==> src/rtl/window_gen_if.sv <==
// Stream interface for window_gen: pixel input handshake and window output handshake.
// With WINDOW_GEN_LAST_EN defined, an extra win_last flag travels with each window.
interface window_gen_if #(
  parameter int unsigned F           = 3,
  parameter int unsigned indatawidth = 8
);

  logic                           pix_valid;
  logic [indatawidth-1:0]         pix_data;
  logic                           pix_ready;
  logic                           win_valid;
  logic [F*F*indatawidth-1:0]     win_data;
  logic                           win_ready;
`ifdef WINDOW_GEN_LAST_EN
  logic                           win_last;
`endif

`ifdef WINDOW_GEN_LAST_EN
  // Producer of pixels / consumer of windows
  modport master (
    output pix_valid, pix_data, win_ready,
    input  pix_ready, win_valid, win_data, win_last
  );

  // The window generator itself
  modport slave (
    input  pix_valid, pix_data, win_ready,
    output pix_ready, win_valid, win_data, win_last
  );
`else
  // Producer of pixels / consumer of windows
  modport master (
    output pix_valid, pix_data, win_ready,
    input  pix_ready, win_valid, win_data
  );

  // The window generator itself
  modport slave (
    input  pix_valid, pix_data, win_ready,
    output pix_ready, win_valid, win_data
  );
`endif

endinterface

==> src/rtl/window_gen.sv <==
// Sliding FxF window generator over an NxN raster-order image, stride 1, no padding.
// F-1 line buffers hold the previous image rows; an FxF register array holds the
// current window, which shifts left by one column on every accepted pixel.
// Optional feature: define WINDOW_GEN_LAST_EN to add win_last, flagging the final
// window of each frame.
module window_gen #(
  parameter int unsigned N           = 5,
  parameter int unsigned F           = 3,
  parameter int unsigned indatawidth = 8
) (
  input  logic       clk,
  input  logic       rst,
  window_gen_if.slave bus
);

  localparam int unsigned CW   = (N > 1) ? $clog2(N) : 1;
  localparam int unsigned W    = indatawidth;
  localparam int unsigned WinW = F * F * W;

  localparam logic [CW-1:0] LastIdx     = CW'(N - 1);
  localparam logic [CW-1:0] FillLastRow = CW'(F - 2);
  localparam logic [CW-1:0] WinStart    = CW'(F - 1);

  // FILL: first F-1 rows, nothing to emit yet. RUN: windows being produced.
  // DONE: whole frame accepted, waiting for the final window to leave.
  localparam logic [1:0] StFill = 2'd0;
  localparam logic [1:0] StRun  = 2'd1;
  localparam logic [1:0] StDone = 2'd2;

  logic [1:0]    state_q, state_d;
  logic [CW-1:0] col_q, col_d;
  logic [CW-1:0] row_q, row_d;

  // line_q[k] holds image row (current_row - (F-1) + k); not reset, always refilled
  // during FILL before any window can be built from it.
  logic [W-1:0]  line_q    [F-1][N];
  logic [W-1:0]  win_q     [F][F];
  logic [W-1:0]  win_shift [F][F];
  logic [W-1:0]  new_col   [F];
  logic [WinW-1:0] win_flat;

  logic            out_valid_q;
  logic [WinW-1:0] out_data_q;
  logic            out_last_q;

  logic pix_ready;
  logic pix_fire;
  logic win_fire;
  logic at_last_col;
  logic at_last_pix;
  logic win_load;

  // Input acceptance depends on the state and on whether the output slot frees up.
  always_comb begin
    pix_ready = 1'b0;
    case (state_q)
      StFill:  pix_ready = 1'b1;
      StRun:   pix_ready = !out_valid_q || bus.win_ready;
      default: pix_ready = 1'b0;
    endcase
  end

  assign pix_fire    = bus.pix_valid && pix_ready;
  assign win_fire    = out_valid_q && bus.win_ready;
  assign at_last_col = (col_q == LastIdx);
  assign at_last_pix = at_last_col && (row_q == LastIdx);
  assign win_load    = pix_fire && (row_q >= WinStart) && (col_q >= WinStart);

  // Incoming column: older rows from the line buffers, newest row is the pixel itself.
  always_comb begin
    for (int k = 0; k < F; k++) begin
      new_col[k] = '0;
    end
    for (int k = 0; k < F - 1; k++) begin
      new_col[k] = line_q[k][col_q];
    end
    new_col[F-1] = bus.pix_data;
  end

  // Window contents after shifting left by one column and appending new_col.
  always_comb begin
    for (int r = 0; r < F; r++) begin
      for (int c = 0; c < F; c++) begin
        win_shift[r][c] = '0;
      end
      for (int c = 0; c < F - 1; c++) begin
        win_shift[r][c] = win_q[r][c+1];
      end
      win_shift[r][F-1] = new_col[r];
    end
  end

  // Flatten the shifted window: element (r,c) lands at slice r*F+c.
  always_comb begin
    win_flat = '0;
    for (int r = 0; r < F; r++) begin
      for (int c = 0; c < F; c++) begin
        win_flat[(r*F+c)*W +: W] = win_shift[r][c];
      end
    end
  end

  // Next-state and position counters; counters only move on an accepted pixel.
  always_comb begin
    state_d = state_q;
    col_d   = col_q;
    row_d   = row_q;

    if (pix_fire) begin
      if (at_last_col) begin
        col_d = '0;
        row_d = (row_q == LastIdx) ? '0 : row_q + CW'(1);
      end else begin
        col_d = col_q + CW'(1);
      end
    end

    case (state_q)
      StFill: begin
        if (pix_fire && at_last_col && (row_q == FillLastRow)) begin
          state_d = StRun;
        end
      end
      StRun: begin
        if (pix_fire && at_last_pix) begin
          state_d = StDone;
        end
      end
      StDone: begin
        if (win_fire) begin
          state_d = StFill;
          row_d   = '0;
          col_d   = '0;
        end
      end
      default: begin
        state_d = StFill;
        row_d   = '0;
        col_d   = '0;
      end
    endcase
  end

  // State and counter registers.
  always_ff @(posedge clk) begin
    if (rst) begin
      state_q <= StFill;
      col_q   <= '0;
      row_q   <= '0;
    end else begin
      state_q <= state_d;
      col_q   <= col_d;
      row_q   <= row_d;
    end
  end

  // Line buffers rotate one row up at the current column on every accepted pixel.
  always_ff @(posedge clk) begin
    if (pix_fire) begin
      for (int k = 0; k < F - 1; k++) begin
        line_q[k][col_q] <= new_col[k+1];
      end
    end
  end

  // Window register array shifts on every accepted pixel.
  always_ff @(posedge clk) begin
    if (rst) begin
      for (int r = 0; r < F; r++) begin
        for (int c = 0; c < F; c++) begin
          win_q[r][c] <= '0;
        end
      end
    end else if (pix_fire) begin
      for (int r = 0; r < F; r++) begin
        for (int c = 0; c < F; c++) begin
          win_q[r][c] <= win_shift[r][c];
        end
      end
    end
  end

  // Output slot: loads a complete window, holds under backpressure, clears on transfer.
  always_ff @(posedge clk) begin
    if (rst) begin
      out_valid_q <= 1'b0;
      out_data_q  <= '0;
      out_last_q  <= 1'b0;
    end else if (win_load) begin
      out_valid_q <= 1'b1;
      out_data_q  <= win_flat;
      out_last_q  <= at_last_pix;
    end else if (win_fire) begin
      out_valid_q <= 1'b0;
      out_last_q  <= 1'b0;
    end
  end

  assign bus.pix_ready = pix_ready;
  assign bus.win_valid = out_valid_q;
  assign bus.win_data  = out_data_q;

`ifdef WINDOW_GEN_LAST_EN
  assign bus.win_last = out_last_q;
`else
  logic unused_last;
  assign unused_last = out_last_q;
`endif

endmodule
==> src/flat_wrapper.sv <==
// flat-port wrapper written by rule: the top's interface ports become plain ports
module window_gen_flat 
#(
  parameter int unsigned N           = 5,
  parameter int unsigned F           = 3,
  parameter int unsigned indatawidth = 8
)
  (clk, rst, bus_pix_valid, bus_pix_data, bus_win_ready, bus_pix_ready, bus_win_valid, bus_win_data);
  window_gen_if #(.F(F), .indatawidth(indatawidth)) bus_i ();
  input  logic clk;
  input  logic rst;
  input wire logic [$bits(bus_i.pix_valid)-1:0] bus_pix_valid;
  input wire logic [$bits(bus_i.pix_data)-1:0] bus_pix_data;
  input wire logic [$bits(bus_i.win_ready)-1:0] bus_win_ready;
  output wire logic [$bits(bus_i.pix_ready)-1:0] bus_pix_ready;
  output wire logic [$bits(bus_i.win_valid)-1:0] bus_win_valid;
  output wire logic [$bits(bus_i.win_data)-1:0] bus_win_data;
  assign bus_i.pix_valid = bus_pix_valid;
  assign bus_i.pix_data = bus_pix_data;
  assign bus_i.win_ready = bus_win_ready;
  assign bus_pix_ready = bus_i.pix_ready;
  assign bus_win_valid = bus_i.win_valid;
  assign bus_win_data = bus_i.win_data;
  window_gen #(.N(N), .F(F), .indatawidth(indatawidth)) u_core (.clk(clk), .rst(rst), .bus(bus_i));
endmodule
==> config.mk <==
export PLATFORM = sky130hd
export DESIGN_NAME = window_gen_flat
export DESIGN_NICKNAME = d
export VERILOG_FILES = /design/src/rtl/window_gen_if.sv /design/src/rtl/window_gen.sv /design/src/flat_wrapper.sv
export SDC_FILE = /design/constraint.sdc
export NUM_CORES = 1
export LEC_CHECK = 0
export BUFFER_PORTS_ARGS = -buffer_cell sky130_fd_sc_hd__buf_2
export CAP_MARGIN = 20
export CORE_UTILIZATION = 35
export CTS_CLUSTER_DIAMETER = 200
export DETAILED_ROUTE_END_ITERATION = 12
export GPL_TIMING_DRIVEN = 1
export PLACE_DENSITY_LB_ADDON = 0.25
export SLEW_MARGIN = 40
export SYNTH_ARGS = -nofsm -noshare
export SYNTH_HDL_FRONTEND = slang
export SYNTH_SLANG_ARGS = --single-unit
==> constraint.sdc <==
create_clock -name clk -period 9.7 [get_ports clk]
set_clock_uncertainty 0.1 [all_clocks]
set_input_delay 2.425 -clock clk [delete_from_list [all_inputs] [get_ports clk]]
set_output_delay 2.425 -clock clk [all_outputs]
set_load 0.005 [all_outputs]
* After elaboration in Yosys (flattened, before gate mapping)
Memory sizes are Yosys's and may differ from the RTL's. Index checks and enable logic that the tools add are counted.
Word-level totals: bits in writable memories 152, latch bits 0, logic and storage cells 85, output and inout port bits 74, bits in registers 81, ROM bits 0, memories kept 2
Memories:
- u_core.line_q | depth 2, width 40, rd ports 2, clocked after Yosys merged registers in 0, wr ports 2, line window_gen.sv:36 | logic [W-1:0] line_q [F-1][N];
- u_core.win_q | depth 3, width 24, rd ports 3, clocked after Yosys merged registers in 0, wr ports 3, line window_gen.sv:37 | logic [W-1:0] win_q [F][F];
Operators by class: reductions and logical operators 15, add/subtract/negate cells 2, equality and inequality tests 8, bitwise logic cells 10, multiply operators 0, shift operators 0, mux-type cells 39, order comparisons 4, div/mod/pow operators 0
Operator list (count):
- 8-bit two-way mux | 14
- 8-bit binary-select mux with 3-bit select | 2
- 40-bit two-way mux | 1
- 8-bit demux with 3-bit select | 1
- 3-bit two-way mux | 7
- 3-bit case mux with 2 select lines | 2
- 1-bit logical AND | 9
- 1-bit OR | 9
- 1-bit two-way mux | 7
- 3-bit by 1-bit adder with 3-bit output (second input constant) | 2
- 3-bit equality test (second input constant) | 2
- 3-bit by 2-bit >= comparator with 1-bit output (second input constant) | 2
- 2-bit two-way mux | 3
- 2-bit by 1-bit != test with 1-bit output (second input constant) | 3
- 2-bit case mux with 3 select lines | 1
- 4-bit >= comparator (second input constant) | 1
- 4-bit by 1-bit < comparator with 1-bit output (second input constant) | 1
- 3-bit inverter with 4-bit output | 1
- 3-bit by 1-bit equality test with 1-bit output (second input constant) | 1
- 3-bit AND reduction | 1
- 2-bit by 1-bit equality test with 1-bit output (second input constant) | 1
- 2-bit equality test (second input constant) | 1
- 2-bit zero test | 1
- 1-bit case mux with 2 select lines | 1
- 4 further kinds | 4

* Depth between registers and ports, before layout
depth after elaboration 8, gate-level depth with buffers 9

* Worst setup path before layout
No wires, ideal clock.
kind input -> output, start point in bus_win_ready, end point out bus_pix_ready, arrival time 3.111 ns, data required time 7.175 ns, setup slack 4.064 ns, stages on the path 4, cell sequence and3b_1 buf_2 buf_2 nor2_1
Between the ends: word-level cells in the longest chain between the ends 2
RTL lines:
- start: declaration | line flat_wrapper.sv:14 | input wire logic [$bits(bus_i.win_ready)-1:0] bus_win_ready;
- 1-bit logical OR | line window_gen.sv:58 | StRun: pix_ready = !out_valid_q || bus.win_ready;
- 1-bit case mux with 2 select lines | line window_gen.sv:56 | case (state_q)
- end: declaration | line flat_wrapper.sv:15 | output wire logic [$bits(bus_i.pix_ready)-1:0] bus_pix_ready;
No other way between the ends.

* Worst setup path in the final report
Ends and elaborated chain as after synthesis.

==> results_dict.tcl <==
set metrics [dict create \
    cts_resized 0 \
    place.port_buffers 85 \
    clkLatencyLatePin_ps 500 \
    finalHoldViolations 0 \
    die_width_microns 158 \
    synth_flop_cell "edfxtp_1" \
    setup_viol 0 \
    start_util 0.360 \
    gp_congestion 0.772 \
    design_area_sq_mm 0.00992 \
    r2r_slack_ps 6310 \
    die_h_microns 158 \
    synth_xor_area_frac 0 \
    ant_nets 0 \
    rr_worst_depth 8 \
    grt_pass1_vias 5887 \
    post-route-util 0.418 \
    synth_top_family_by_area "compound AO/OA/AOI/OAI gates" \
    arrival_ps 3180 \
    grt_pass1_wl_microns 34200 \
    antenna_cells 0 \
    status "finished clean" \
    dieArea_sq_mm 0.0251 \
    place_ws_ps 4020 \
    synth_seq_cells 209 \
    grt_max_degree 81 \
    post_drt_wl_per_cell_microns 21.0 \
    whs_endpoint "u_core.bus.win_data[5]" \
    slew_viol_final 0 \
    layout-drive-gt1-share 0.243 \
    cts_setup_buffers 0 \
    crit_path_end_kind "primary output" \
    rsz0062_at_grt "false" \
    setup_tns_ps 0 \
    clk_pin_slew_ps 60 \
    grtUsageTotal 0.179 \
    max_freq_mhz 175 \
    cts_tree "done" \
    max_slew_margin 0.454 \
    synthArstFlopShare 0 \
    core_area_sq_mm 0.0238 \
    synth-edff-count 128 \
    layout_setup_ws_ps 4000 \
    max-cap-violations 0 \
    rows 56 \
    power_mw 1.87 \
    nets 752 \
    ys_seq_area_frac 0.639 \
    worstReg2RegStart "u_core.col_q[0]" \
    synthesis.area_sq_mm 0.00856 \
    hold_start "u_core.bus.win_data[5]" \
    vias 5993 \
    fin_crit_sh 0.588 \
    power_density_mw_per_mm2 188 \
    synth_cell_types 42 \
    dpl.hpwl_microns 14200 \
    synth-simple-area-share 0.118 \
    cp.required_ps 7180 \
    whs_path_depth 2 \
    worst-setup-path-type "in2out" \
    syn-mean-instance-area_sq_um 12.6 \
    hp-class "reg2reg" \
    leakagePower_nw 3.47 \
    cts_max_level 1 \
    period_minus_slack_ps 5700 \
    grt-ovfl-total 0 \
    place_area_sq_mm 0.00922 \
    synthToLayoutAreaGrowth_pct 15.9 \
    synth_top_area_frac 0.449 \
    synth_common_cells "edfxtp_1, dfxtp_1, a21oi_1, nand4_1, o31ai_1" \
    yosys.area_share.adder 0.00877 \
    cts_hold_buffers 0 \
    antenna_found_initial 1 \
    drtIter0Drc 444 \
    ir_worst_vdd_v 0.0000917 \
    yosys.area.top_type "edfxtp_1" \
    synth_nets 697 \
    cts_made_buffers 22 \
    synthCells 679 \
    yosysWarnings 0 \
    dr.pass1.iters 7 \
    regToRegEndpoint "u_core.bus.win_data[47]" \
    path_max_fanout 5 \
    muxShareOfSynthArea 0.0316 \
    clock-sinks 209 \
    startpoint_type "primary input" \
    post-synth-top-count-cell "edfxtp_1" \
    routed_wl_microns 22400 \
    synth_compound_area_frac 0.158 \
    worstMarginPinSlew_ps 820 \
    clockBufferDepth 3 \
    drc 0 \
    vias_per_cell 5.61 \
    io_pins 86 \
    cts-root-buf "clkbuf_16" \
    synth_area_leaders "edfxtp_1, dfxtp_1, o31ai_1" \
]
## through the flow
stage	instances	hold WS (ps)
CTS	1067	371
global route	1069	379
finish	1069	371
global placement	1026	357
floorplan	679	365
detailed placement	1027	362
## power breakdown
| part | internal (mW) | switching (mW) | total, mW |
|---|---|---|---|
| Clock | 0.435 | 0.338 | 0.773 |
| Combinational | 0.0285 | 0.0754 | 0.104 |
| Sequential | 0.977 | 0.0114 | 0.988 |
## cell usage in the layout, fill, tap and decap left out, drive strengths merged, types with 2 or more instances in the layout
cell        n
a21o        2
a21oi      78
a22oi       8
a311oi     16
a31oi      17
a32oi       8
and2       32
and3b      17
buf       103
clkbuf     30
clkinv      6
clkinvlp    4
dfxtp      81
edfxtp    128
ha          6
inv         4
mux2       24
nand2      22
nand2b      3
nand3       2
nand3b      3
nand4      59
nand4b      2
nor2        5
nor2b       3
nor3        5
nor4        3
o21ai      13
o31ai      57
o32ai       3
## final cells by class
cell class                      instances  area (sq um)
Clock inverter                         10          52.6
Sequential cell                       209          5470
Fill cell                            2221         13800
Multi-Input combinational cell        394          2790
Clock buffer                           30           602
Tap cell                              319           399
Inverter                                4          15.0
Timing Repair Buffer                  103           589
## state kept, by name, indices dropped and copies added, names as in the netlist
name and flops:
u_core.line_q 80, u_core.bus.win_data 72, u_core.win_q 48, u_core.col_q 3, u_core.row_q 3, u_core.state_q 2
u_core.bus.win_valid 1
## kinds of logic (layout without fill, tap and decap cells)
kind of cell	after synthesis	after routing
compound gates	203	203
fa+ha+maj	6	6
flops	209	209
simple gates	161	161
mux	24	24
buf+inv	76	147
## worst max path at each step
| stage | from | to | slack, ps | cells past startpoint |
|---|---|---|---|---|
| after floorplan | bus_win_ready | bus_pix_ready | 4060 | 4 |
| after global placement | bus_win_ready | bus_pix_ready | 4070 | 4 |
| after detailed placement | bus_win_ready | bus_pix_ready | 4020 | 4 |
| after CTS | bus_win_ready | bus_pix_ready | 4020 | 4 |
| after global routing | bus_win_ready | bus_pix_ready | 3980 | 4 |
| final | bus_win_ready | bus_pix_ready | 4000 | 4 |
## critical path: stages
cell	delay, ps
buf_2	110
and3b_2	220
nor2_1	240
buf_2	180
## metal layers
layer	routed length, microns	vias to the layer above	GRT usage
met5	9	-	0
met4	620	2	0.0646
met3	1220	39	0.0264
met2	10500	212	0.289
met1	10100	2964	0.244
li1	-	2776	-
(Power assumes the default switching activity.)
